## config.mk

```make
export PLATFORM = sky130hd
export DESIGN_NAME = memx_row_packer_flat
export DESIGN_NICKNAME = d
export VERILOG_FILES = /design/src/rtl/memx_row_packer_if.sv /design/src/rtl/memx_row_packer.sv /design/src/flat_wrapper.sv
export SDC_FILE = /design/constraint.sdc
export NUM_CORES = 1
export LEC_CHECK = 0
export BUFFER_PORTS_ARGS = -buffer_cell sky130_fd_sc_hd__buf_2
export CAP_MARGIN = 10
export CORE_AREA = 2 2 250 252
export DETAILED_ROUTE_END_ITERATION = 7
export DIE_AREA = 0 0 252 254
export GPL_TIMING_DRIVEN = 0
export SLEW_MARGIN = 25
export SYNTH_ARGS = -nofsm -noshare
export SYNTH_HDL_FRONTEND = slang
export SYNTH_SLANG_ARGS = --single-unit
```

## constraint.sdc

```tcl
create_clock -name clk -period 3.05 [get_ports clk]
set_clock_uncertainty 0.1 [all_clocks]
set_input_delay 0.4575 -clock clk [delete_from_list [all_inputs] [get_ports clk]]
set_output_delay 0.4575 -clock clk [all_outputs]
set_load 0.02 [all_outputs]
```

## src/rtl/memx_row_packer_if.sv

```systemverilog
// Stream-to-memX bundle for the row packer: element input stream, transfer
// control and the memX write port. The packer takes the slave side.
interface memx_row_packer_if #(
    parameter int element_width          = 64,
    parameter int memories_address_width = 20,
    parameter int no_of_units            = 8
);
    logic                                    start;
    logic [memories_address_width-1:0]       base_address;
    logic [memories_address_width-1:0]       num_rows;
    logic                                    in_valid;
    logic [element_width-1:0]                in_data;
    logic                                    in_ready;
    logic                                    write_enable;
    logic [memories_address_width-1:0]       input_write_address;
    logic [no_of_units*element_width-1:0]    input_data;
    logic                                    busy;
    logic                                    done;

    modport slave (
        input  start, base_address, num_rows, in_valid, in_data,
        output in_ready, write_enable, input_write_address, input_data, busy, done
    );

    modport master (
        output start, base_address, num_rows, in_valid, in_data,
        input  in_ready, write_enable, input_write_address, input_data, busy, done
    );
endinterface

```

## src/rtl/memx_row_packer.sv

```systemverilog
// memX row packer: collects no_of_units stream elements into one memX row
// (lane 0 in the LSBs) and writes each row at base + row index, wrapping in
// the address space. Pulses done once all requested rows are written.
// All outputs come straight from flops, loaded from the next-state decode.
module memx_row_packer #(
    parameter int element_width          = 64,
    parameter int memories_address_width = 20,
    parameter int no_of_units            = 8
) (
    input  logic               clk,
    input  logic               rst_n,
    memx_row_packer_if.slave   bus
);
    localparam int AW     = memories_address_width;
    localparam int EW     = element_width;
    localparam int ROW_W  = no_of_units * element_width;
    localparam int LANE_W = (no_of_units > 1) ? $clog2(no_of_units) : 1;

    typedef enum logic [1:0] {
        ST_IDLE  = 2'd0,
        ST_FILL  = 2'd1,
        ST_WRITE = 2'd2,
        ST_DONE  = 2'd3
    } state_t;

    state_t             r_state;
    state_t             w_state_next;
    logic [LANE_W-1:0]  r_lane_cnt;
    logic [AW-1:0]      r_row_idx;
    logic [AW-1:0]      r_base;
    logic [AW-1:0]      r_num_rows;
    logic [AW-1:0]      r_addr;
    logic [ROW_W-1:0]   r_data;
    logic               r_in_ready;
    logic               r_write_enable;
    logic               r_busy;
    logic               r_done;

    logic               w_hs;
    logic               w_last_lane;
    logic               w_last_row;

    // in_ready is only ever high in FILL, so it doubles as the FILL qualifier
    assign w_hs        = bus.in_valid & r_in_ready;
    assign w_last_lane = (r_lane_cnt == LANE_W'(no_of_units - 1));
    assign w_last_row  = (r_row_idx == (r_num_rows - AW'(1)));

    assign bus.in_ready            = r_in_ready;
    assign bus.write_enable        = r_write_enable;
    assign bus.input_write_address = r_addr;
    assign bus.input_data          = r_data;
    assign bus.busy                = r_busy;
    assign bus.done                = r_done;

    // Next-state decode for the IDLE/FILL/WRITE/DONE sequence
    always_comb begin
        w_state_next = r_state;
        case (r_state)
            ST_IDLE: begin
                if (bus.start) begin
                    if (bus.num_rows == AW'(0)) begin
                        w_state_next = ST_DONE;
                    end else begin
                        w_state_next = ST_FILL;
                    end
                end else begin
                    w_state_next = ST_IDLE;
                end
            end
            ST_FILL: begin
                if (w_hs && w_last_lane) begin
                    w_state_next = ST_WRITE;
                end else begin
                    w_state_next = ST_FILL;
                end
            end
            ST_WRITE: begin
                if (w_last_row) begin
                    w_state_next = ST_DONE;
                end else begin
                    w_state_next = ST_FILL;
                end
            end
            ST_DONE: begin
                w_state_next = ST_IDLE;
            end
            default: begin
                w_state_next = ST_IDLE;
            end
        endcase
    end

    // State register
    always_ff @(posedge clk or negedge rst_n) begin
        if (!rst_n) begin
            r_state <= ST_IDLE;
        end else begin
            r_state <= w_state_next;
        end
    end

    // Transfer parameters, lane/row counters and lane capture
    always_ff @(posedge clk or negedge rst_n) begin
        if (!rst_n) begin
            r_base     <= '0;
            r_num_rows <= '0;
            r_lane_cnt <= '0;
            r_row_idx  <= '0;
            r_data     <= '0;
        end else begin
            case (r_state)
                ST_IDLE: begin
                    if (bus.start) begin
                        r_base     <= bus.base_address;
                        r_num_rows <= bus.num_rows;
                        r_lane_cnt <= '0;
                        r_row_idx  <= '0;
                    end
                end
                ST_FILL: begin
                    if (w_hs) begin
                        for (int k = 0; k < no_of_units; k++) begin
                            if (r_lane_cnt == LANE_W'(k)) begin
                                r_data[k*EW +: EW] <= bus.in_data;
                            end
                        end
                        if (w_last_lane) begin
                            r_lane_cnt <= '0;
                        end else begin
                            r_lane_cnt <= r_lane_cnt + LANE_W'(1);
                        end
                    end
                end
                ST_WRITE: begin
                    r_row_idx  <= r_row_idx + AW'(1);
                    r_lane_cnt <= '0;
                end
                default: begin
                    r_lane_cnt <= r_lane_cnt;
                end
            endcase
        end
    end

    // Registered outputs loaded from the upcoming state; the write address is
    // computed from the row index before it advances in WRITE
    always_ff @(posedge clk or negedge rst_n) begin
        if (!rst_n) begin
            r_in_ready     <= 1'b0;
            r_write_enable <= 1'b0;
            r_busy         <= 1'b0;
            r_done         <= 1'b0;
            r_addr         <= '0;
        end else begin
            r_in_ready     <= (w_state_next == ST_FILL);
            r_write_enable <= (w_state_next == ST_WRITE);
            r_busy         <= (w_state_next != ST_IDLE);
            r_done         <= (w_state_next == ST_DONE);
            if (w_state_next == ST_WRITE) begin
                r_addr <= r_base + r_row_idx;
            end
        end
    end
endmodule

```

## src/flat_wrapper.sv

```systemverilog
// flat-port wrapper written by rule: the top's interface ports become plain ports
module memx_row_packer_flat 
#(
    parameter int element_width          = 64,
    parameter int memories_address_width = 20,
    parameter int no_of_units            = 8
)
  (clk, rst_n, bus_start, bus_base_address, bus_num_rows, bus_in_valid, bus_in_data, bus_in_ready, bus_write_enable, bus_input_write_address, bus_input_data, bus_busy, bus_done);
  memx_row_packer_if #(.element_width(element_width), .memories_address_width(memories_address_width), .no_of_units(no_of_units)) bus_i ();
  input  logic clk;
  input  logic rst_n;
  input wire logic [$bits(bus_i.start)-1:0] bus_start;
  input wire logic [$bits(bus_i.base_address)-1:0] bus_base_address;
  input wire logic [$bits(bus_i.num_rows)-1:0] bus_num_rows;
  input wire logic [$bits(bus_i.in_valid)-1:0] bus_in_valid;
  input wire logic [$bits(bus_i.in_data)-1:0] bus_in_data;
  output wire logic [$bits(bus_i.in_ready)-1:0] bus_in_ready;
  output wire logic [$bits(bus_i.write_enable)-1:0] bus_write_enable;
  output wire logic [$bits(bus_i.input_write_address)-1:0] bus_input_write_address;
  output wire logic [$bits(bus_i.input_data)-1:0] bus_input_data;
  output wire logic [$bits(bus_i.busy)-1:0] bus_busy;
  output wire logic [$bits(bus_i.done)-1:0] bus_done;
  assign bus_i.start = bus_start;
  assign bus_i.base_address = bus_base_address;
  assign bus_i.num_rows = bus_num_rows;
  assign bus_i.in_valid = bus_in_valid;
  assign bus_i.in_data = bus_in_data;
  assign bus_in_ready = bus_i.in_ready;
  assign bus_write_enable = bus_i.write_enable;
  assign bus_input_write_address = bus_i.input_write_address;
  assign bus_input_data = bus_i.input_data;
  assign bus_busy = bus_i.busy;
  assign bus_done = bus_i.done;
  memx_row_packer #(.element_width(element_width), .memories_address_width(memories_address_width), .no_of_units(no_of_units)) u_core (.clk(clk), .rst_n(rst_n), .bus(bus_i));
endmodule
```

### After elaboration in Yosys (flattened, before gate mapping)

Cells that the tools add are included.

* eq/ne operators: 16
* muxes and demuxes: 11
* $add $sub $neg: 4
* bitwise gates (word level): 1
* reduce and logical (&&, ||, !) cells: 18

Operators with widths (count)
* case mux 20 bit (2 select lines): 1
* AND reduction 3 bit: 9
* adder 20 x 1 -> 20 bit (second input constant): 1
* adder 20 bit: 1
* == test 20 bit: 1
* zero test 20 bit: 1
* 2-to-1 mux 20 bit: 1
* subtractor 20 x 1 -> 20 bit (second input constant): 1
* == test 3 bit (second input constant): 4
* 2-to-1 mux 3 bit: 3
* case mux 3 bit (3 select lines): 1
* == test 2 bit (second input constant): 4
* 2-to-1 mux 2 bit: 4
* case mux 2 bit (4 select lines): 1
* == test 3 x 2 -> 1 bit (second input constant): 2
* == test 2 x 1 -> 1 bit (second input constant): 2
* AND reduction 2 bit: 2
* nonzero test 2 bit: 2
* adder 3 x 1 -> 3 bit (second input constant): 1
* == test 3 x 1 -> 1 bit (second input constant): 1
* zero test 3 bit: 1
* nonzero test 3 bit: 1
* zero test 2 bit: 1
* != test 2 x 1 -> 1 bit (second input constant): 1
* other kinds (3): 3

* output and inout port bits: 536
* bits of input ports: 108
* register bits after elaboration: 601
* word-level logic and storage cells: 68

### Depth between registers and ports, before layout

Gate-level depths: netlist of run 1.

* depth in word-level cells: 5
* gate-level depth with buffers: 10
* depth with buffers taken out: 10

### Worst setup path before layout of run 1

No wires, ideal clock.

* kind: register -> register
* start point: reg u_core.r_num_rows[0]
* end point: reg u_core.r_done, in the netlist u_core.bus.done
* setup time: 0.066 ns
* stages on the path, launching flop included: 10
* buffers on the path: 0
* required time: 2.884 ns
* setup slack: 0.454 ns
* period minus slack after synthesis: 2.596 ns
* arrival time: 2.430 ns
* cell sequence: dfrtp_1 > inv_1 > ha_1 > or4b_1 > or3_1 > nor3_1 > xnor2_1 > nand4_2 > o31ai_4 > and2_1

* word-level cells in the longest chain between the ends: 5

RTL lines
* start: declaration: RTL line memx_row_packer.sv:31 `logic [AW-1:0] r_num_rows;`
* start signal: assignment: RTL line memx_row_packer.sv:115 `r_num_rows <= bus.num_rows;`
* subtractor 20 x 1 -> 20 bit: RTL line memx_row_packer.sv:46 `assign w_last_row = (r_row_idx == (r_num_rows - AW'(1)));`
* == test 20 bit: RTL line memx_row_packer.sv:46
* 2-to-1 mux 2 bit: RTL line memx_row_packer.sv:78 `if (w_last_row) begin`
* case mux 2 bit (4 select lines): RTL line memx_row_packer.sv:58 `case (r_state)`
* named net u_core.w_state_next[1]: RTL line memx_row_packer.sv:27 `state_t w_state_next;`
* == test 2 bit: RTL line memx_row_packer.sv:158 `r_done <= (w_state_next == ST_DONE);`
* end signal: assignment: RTL line memx_row_packer.sv:158
* end: declaration: RTL line memx_row_packer.sv:37 `logic r_done;`

The timed path passes the listed nets, and every way through them passes these cells.
A chain may end at the register's enable or synchronous reset.

### Final worst setup path of run 1

Ends and elaborated chain as after synthesis.

==> summary.md, run 1 <==
| Metric | Value |
|---|---|
| Status | `finished, final reports clean` |
| Leak pwr | `15.9 nW` |
| Synth top area cells | `dfrtp_1 63%, mux2_1 15%, mux2_2 6.4%, nand2_1 5.5%, ha_1 1.4%` |
| Largest net degree at the start of global routing | `98` |
| DRT Wirelength | `77.3 mm` |
| Cell variety after synth | `57` |
| Setup CP Type | `flip-flop to flip-flop` |
| Min setup slack post-route | `0.130 ns` |
| Post-synth top area share | `62.7%` |
| DR WL/cell | `22.7 µm` |
| FF+latch count, synth | `601` |
| Starting Density | `39.1%` |
| Final Wtd Congestion | `0.886` |
| Final hold violation count | `0` |
| Core area | `61300 µm²` |
| Hold path start | `bus_in_data[17]` |
| Synth warn | `0` |
| GRT Residual Overflow | `0` |
| Setup Slack @ Placement | `-0.768 ns` |
| Primary FF master, synth | `dfrtp_1` |
| Fin crit share | `95.7%` |
| Nets@finish | `2703` |
| Sink Count | `601` |
| Antenna diodes | `0` |
| Asr flop ratio synth | `100%` |
| Reg-to-Reg Start | `u_core.r_num_rows[0]` |
| Clk_lat worst skew | `0.59 ns` |
| Commonest cells after routing, fill and taps aside | `651 x buf_2, 601 x dfrtp_1, 351 x nand2_1, 313 x mux2_1, 136 x mux2_2` |
| # DRC | `0` |
| H-tree Lvls | `3` |
| WHS Path Cells | `3` |
| Initial antenna violation count | `2` |
| Slew HR | `41.5%` |
| Port bufs | `643` |
| Hold Path Sink | `u_core.bus.input_data[465]` |
| Root buffer cell | `clkbuf_16` |
| Worst path required time | `3.48 ns` |
| CTS clk-pin slew, worst paths | `0.06 ns` |
| Period minus WS final | `2.92 ns` |
| Die Area | `64000 µm²` |
| Via count | `17300` |
| Max-slew violation count | `0` |
| Crit-path max FO | `4` |
| CTS Buf Count | `68` |
| CTS tree | `yes` |
| Avg Cell Area, Syn | `13.3 µm²` |
| Net count after synthesis | `1944` |
| Crit path DAT | `3.34 ns` |
| Mapped cell area | `24000 µm²` |
| FP Rows | `91` |
| Power Density | `1200 nW/µm²` |
| Via density | `5.06` |
| Initial DRC Count | `1064` |
| Cells after Synth | `1808` |
| Die W | `252 µm` |
| CTS Buffer Depth | `3` |
| First-pass GRT wire length | `114 mm` |
| Commonest non-fill, non-tap cell in the layout | `buf_2` |
| Synth-to-Final Area Change | `30.0%` |
| Min Hold Slack | `0.0503 ns` |
| Post-DRT Antenna Nets | `0` |
| Min-delay worst type | `primary input to flip-flop` |
| Vias in the first global route | `17400` |
| CP Launch Type | `flip-flop` |
| Reg2reg setup slack | `0.13 ns` |
| Post-DP HPWL | `58.1 mm` |
| R2R depth | `9` |
| RSZ-0062 raised after global routing | `no` |
| Worst r2r dst | `u_core.bus.done` |
| 1st-pass router iterations | `5` |
| Layout cells sized above 1 | `35.7%` |
| Worst Tran Pin Value | `0.878 ns` |
| Design Power | `37.3 mW` |
| Die height | `254 µm` |
| Number of flops mapped to enable cells by yosys | `0` |
| Num ports | `644` |
| GRT Total Usage | `23.8%` |
| Fmax | `343 MHz` |
| # setup viols final | `0` |
| Post-synthesis sequential area ratio | `62.7%` |
| Max Cap Viol | `0` |
| Yosys top cell by area | `dfrtp_1` |
| CP endpoint kind | `flip-flop` |
| Max VDD drop | `0.531 mV` |
## worst max-delay path by stage
stage                               startpoint                         end  slack, ns  cells after the start
after CTS                 u_core.r_num_rows[0]             u_core.bus.done       0.03                      9
final                     u_core.r_num_rows[0]             u_core.bus.done       0.13                      9
after detailed placement     u_core.r_state[0]  u_core.bus.input_data[482]      -0.77                      9
after global routing         u_core.r_state[0]  u_core.bus.input_data[132]      0.009                      7
after global placement                   rst_n  u_core.bus.input_data[263]     -10.71                      1
after floorplan           u_core.r_num_rows[0]             u_core.bus.done       0.45                      9
## area by class of cell
| type | count | area, µm² |
|---|---|---|
| Fill cell | 5417 | 30100 |
| Sequential cell | 601 | 15000 |
| Multi-Input combinational cell | 1109 | 8590 |
| Timing Repair Buffer | 691 | 3810 |
| Clock buffer | 95 | 1970 |
| Tap cell | 790 | 988 |
| Clock inverter | 28 | 383 |
| Buffer | 75 | 305 |
| Inverter | 21 | 81.3 |
## registers in the layout, summed over array words and instances (netlist names)
| signal | flops |
|---|---|
| u_core.bus.busy | 1 |
| u_core.bus.done | 1 |
| u_core.bus.in_ready | 1 |
| u_core.bus.input_data | 512 |
| u_core.bus.input_write_address | 20 |
| u_core.bus.write_enable | 1 |
| u_core.r_base | 20 |
| u_core.r_lane_cnt | 3 |
| u_core.r_num_rows | 20 |
| u_core.r_row_idx | 20 |
| u_core.r_state | 2 |
## critical path, cell delays in order, from the launching register on
cell and delay [ns]:
dfrtp_1 0.42, inv_1 0.10, ha_1 0.22, or4b_4 0.51
or3_1 0.46, nor3_1 0.20, xnor2_1 0.18, nand4_1 0.19
o31ai_4 0.29, and2_1 0.18
## metal layers
metal / wire length [µm] / share of wire [%] / GRT usage (%)
met4: 2350 / 3.0 / 7.83
met3: 4870 / 6.3 / 5.92
met2: 39200 / 51 / 40.9
met5: 21 / 0.027 / 0
met1: 30900 / 40 / 29.3
## stage by stage
step	std cells	util, %	area [µm²]	setup TNS, ns
final	3410	50.9	31200	0
after global routing	3410	50.9	31200	0
after global placement	3241	46.0	28200	-6406.04
after CTS	3411	50.9	31200	0
after floorplan	1808	-	24000	0
after detailed placement	3248	46.3	28400	-21.99
## report_power, final
group / total, mW / internal (mW) / switching (mW)
clock: 8.46 / 5.08 / 3.38
sequential: 13.7 / 11.7 / 2.01
combinational: 15.1 / 5.40 / 9.71
total: 37.3 / 22.2 / 15.1
## logic make-up (layout without fill, tap and decap cells)
kind of cell	after synthesis	in the layout	share of synthesized area, %
and+or+nand+nor	473	473	8.37
adders and majority gates	28	28	1.49
xor gates and xnor gates	38	38	1.39
muxes	454	454	21.3
AOI/OAI and AO/OA	116	116	3.17
DFF	601	601	62.7
buffers and inverters	98	910	1.57
## synthesized netlist by cell type, drive strengths merged (19+ instances only)
cell and count:
nand2 353, xor2 19, clkbuf 57, xnor2 19, dfrtp 601, o21ai 44, inv 21, nand3 22
buf 20, ha 27, nor2 27, mux2 449
## what timing repair did
action,CTS,global route
hold buffers,41,0
endpoints found under the setup margin,136,76
hold endpoints to repair,127,0
buffers inserted,0,0
cloned,0,0
resized for setup,10,12
(Power assumes the default switching activity.)
==> inputs of run 2 (changes only) <==
--- a/config.mk
+++ b/config.mk
@@ -7,9 +7,10 @@
 export LEC_CHECK = 0
 export BUFFER_PORTS_ARGS = -buffer_cell sky130_fd_sc_hd__buf_2
 export CAP_MARGIN = 10
-export CORE_AREA = 2 2 250 252
+export CORE_AREA = 2 2 253 255
+export CTS_BUF_LIST = sky130_fd_sc_hd__clkbuf_2 sky130_fd_sc_hd__clkbuf_4 sky130_fd_sc_hd__clkbuf_8
 export DETAILED_ROUTE_END_ITERATION = 7
-export DIE_AREA = 0 0 252 254
+export DIE_AREA = 0 0 255 257
 export GPL_TIMING_DRIVEN = 0
 export SLEW_MARGIN = 25
 export SYNTH_ARGS = -nofsm -noshare
==> summary.md, run 2 (synthesis results as in run 1) <==
| Metric | Value |
|---|---|
| Setup TNS Final | `0 ns (unchanged)` |
| Starting Density | `38.2% (was 39.1%)` |
| Filler cell count | `5584 (was 5417)` |
| Reg-to-Reg Start | `u_core.r_num_rows[0] (unchanged)` |
| Vias in the first global route | `18400 (was 17400)` |
| Final Core Density | `50.7% (was 50.9%)` |
| Crit. Startpoint | `u_core.r_num_rows[0] (unchanged)` |
| CP endpoint kind | `flip-flop (unchanged)` |
| Max VDD drop | `0.691 mV (was 0.531 mV)` |
| Commonest cells after routing, fill and taps aside | `651 x buf_2, 601 x dfrtp_1, 351 x nand2_1, 313 x mux2_1, 136 x mux2_2 (unchanged)` |
| Leak pwr | `16.2 nW (was 15.9 nW)` |
| Port bufs | `643 (unchanged)` |
| Setup CP Type | `flip-flop to flip-flop (unchanged)` |
| Final Wtd Congestion | `0.899 (was 0.886)` |
| Largest net degree at the start of global routing | `95 (was 98)` |
| Worst path required time | `3.57 ns (was 3.48 ns)` |
| Fin crit share | `95.5% (was 95.7%)` |
| Status | `finished, final reports clean (unchanged)` |
| Min setup slack post-route | `0.136 ns (was 0.130 ns)` |
| CTS Buffer Depth | `3 (unchanged)` |
| Clk_lat worst skew | `0.69 ns (was 0.59 ns)` |
| Setup Fix Bufs, Post-CTS | `0 (unchanged)` |
| Antenna diodes | `0 (unchanged)` |
| RSZ-0062 raised after global routing | `no (unchanged)` |
| 1st-pass router iterations | `5 (unchanged)` |
| Crit path DAT | `3.44 ns (was 3.34 ns)` |
| Finished Cell Area | `31800 µm² (was 31200 µm²)` |
| Worst path cell trace | `inv_1 > ha_1 > or4b_4 > or3_1 > nor3_1 > xnor2_1 > nand4_1 > o31ai_4 > and2_1 (unchanged)` |
| Slew HR | `36.3% (was 41.5%)` |
| # DRC | `0 (unchanged)` |
| Max FFs per register | `512 (unchanged)` |
| DR WL/cell | `21.6 µm (was 22.7 µm)` |
| Synth-to-Final Area Change | `32.6% (was 30.0%)` |
| Routed wl met2 | `38.9 mm (was 39.2 mm)` |
| Crit-path max FO | `4 (unchanged)` |
| Die Area | `65500 µm² (was 64000 µm²)` |
| CTS clk-pin slew, worst paths | `0.06 ns (about the same)` |
| Highest Signal Layer | `met4 (was met5)` |
| Metal3 WL | `5.42 mm (was 4.87 mm)` |
| Worst Tran Pin Value | `0.955 ns (was 0.878 ns)` |
| FP Rows | `92 (was 91)` |
| CTS tree | `yes (unchanged)` |
| H-tree Lvls | `3 (unchanged)` |
| Via count | `17800 (was 17300)` |
| R2R depth | `9 (unchanged)` |
| Min-delay worst type | `primary input to flip-flop (unchanged)` |
| Finished Layout Cells | `3588 (was 3410)` |
| Fmax | `343 MHz (about the same)` |
| Final hold violation count | `0 (unchanged)` |
| Slowest stage delay, CP | `0.51 ns (about the same)` |
| Root buffer cell | `clkbuf_8 (was clkbuf_16)` |
| Max-slew violation count | `0 (unchanged)` |
| CP Launch Type | `flip-flop (unchanged)` |
| CTS Buf Count | `100 (was 68)` |
| DRT Wirelength | `77.6 mm (was 77.3 mm)` |
| First-pass GRT wire length | `116 mm (was 114 mm)` |
| Worst r2r dst | `u_core.bus.done (unchanged)` |
| Die W | `255 µm (was 252 µm)` |
| CP Capture Point | `u_core.bus.done (unchanged)` |
| Post-DRT Antenna Nets | `0 (unchanged)` |
| Num ports | `644 (unchanged)` |
| Initial antenna violation count | `2 (unchanged)` |
| Initial DRC Count | `888 (was 1064)` |
| Placed cell areas | `28500 µm² (was 28400 µm²)` |
| Setup Slack @ Placement | `-0.869 ns (was -0.768 ns)` |
| Post-DP HPWL | `57.3 mm (was 58.1 mm)` |
| GRT Total Usage | `23.5% (was 23.8%)` |
| Sink Count | `601 (unchanged)` |
| Via density | `4.97 (was 5.06)` |
| Wl on met1 | `30.0 mm (was 30.9 mm)` |
| # setup viols final | `0 (unchanged)` |
| Layout cells sized above 1 | `36.8% (was 35.7%)` |
| Placed insts | `3304 (was 3248)` |
| Core area | `62700 µm² (was 61300 µm²)` |
| GRT Residual Overflow | `0 (unchanged)` |
| Nets@finish | `2802 (was 2703)` |
| Commonest non-fill, non-tap cell in the layout | `buf_2 (unchanged)` |
| Period minus WS final | `2.91 ns (was 2.92 ns)` |
| Slowest CP cell | `or4b_4 (unchanged)` |
| Power Density | `1150 nW/µm² (was 1200 nW/µm²)` |
| Reg2reg setup slack | `0.14 ns (was 0.13 ns)` |
| Die height | `257 µm (was 254 µm)` |
| Max Cap Viol | `0 (unchanged)` |
## run 2: changes by cell type in the layout (fill, tap and decap cells not counted), moves of 2 or more
cell / change
clkbuf_2: +7
clkbuf_8: +119
clkbuf_4: +31
bufinv_16: -5
clkinvlp_4: -3
clkinv_2: -4
inv_8: +2
dlygate4sd3_1: +65
clkinv_4: -2
clkbuf_16: -69
clkbuf_1: -16
## run 2: worst min path at each step
| stage | startpoint | end | cells past startpoint |
|---|---|---|---|
| finish | bus_start | u_core.r_row_idx[1] | 4 |
| CTS | bus_start | u_core.r_row_idx[1] | 4 |
| detailed placement | rst_n | u_core.bus.input_data[93] | 1 |
| global route | bus_start | u_core.r_row_idx[1] | 4 |
| global placement | u_core.bus.input_data[505] | u_core.bus.input_data[505] | 2 |
| floorplan | rst_n | u_core.bus.busy | 0 |
## run 2: power breakdown
part	total, mW	leakage (nW)	internal, mW	switching, mW
registers	13.7	7.54	11.7	2.03
clock network	7.64	1.18	4.38	3.26
logic	15.2	7.48	5.46	9.70
total	36.5	16.2	21.6	15.0
## run 2: per-stage QoR
| stage | power, mW | hold WS (ns) |
|---|---|---|
| 2_1_floorplan | 22.5 | 0.0619 |
| 3_3_place_gp | 28.6 | 0.357 |
| 3_5_place_dp | 29.0 | 0.284 |
| 4_1_cts | 36.9 | 0.0827 |
| 5_1_grt | 38.6 | 0.119 |
| 6_report | 36.5 | 0.150 |
## run 2: critical path, delay by kind of cell (launching register included)
family,cells,cell delay [ns]
compound gates,1,0.30
simple gates,5,1.56
buf+inv,1,0.09
fa+ha+maj,1,0.21
flops,1,0.42
xor+xnor,1,0.18
## run 2: layout make-up
type / instances / area, µm² / area share (%)
Buffer: 77 / 325 / 1.02
Clock buffer: 164 / 2070 / 6.51
Clock inverter: 14 / 145 / 0.456
Inverter: 21 / 81.3 / 0.256
Multi-Input combinational cell: 1109 / 8600 / 27.0
Sequential cell: 601 / 15000 / 47.3
Tap cell: 846 / 1060 / 3.33
Timing Repair Buffer: 756 / 4480 / 14.1
## run 2: repair_timing
item / CTS / global route
pin swaps: 0 / 0
resized for setup: 10 / 24
endpoints found under the setup margin: 94 / 124
hold buffers: 106 / 0
endpoints found under the hold margin: 612 / 0
## run 2: per-layer routing
| layer | vias to the layer above | global-route usage, % |
|---|---|---|
| li1 | 8004 | - |
| met1 | 9036 | 27.3 |
| met2 | 605 | 40.7 |
| met3 | 180 | 6.04 |
| met4 | 0 | 10.2 |
| met5 | - | 0 |
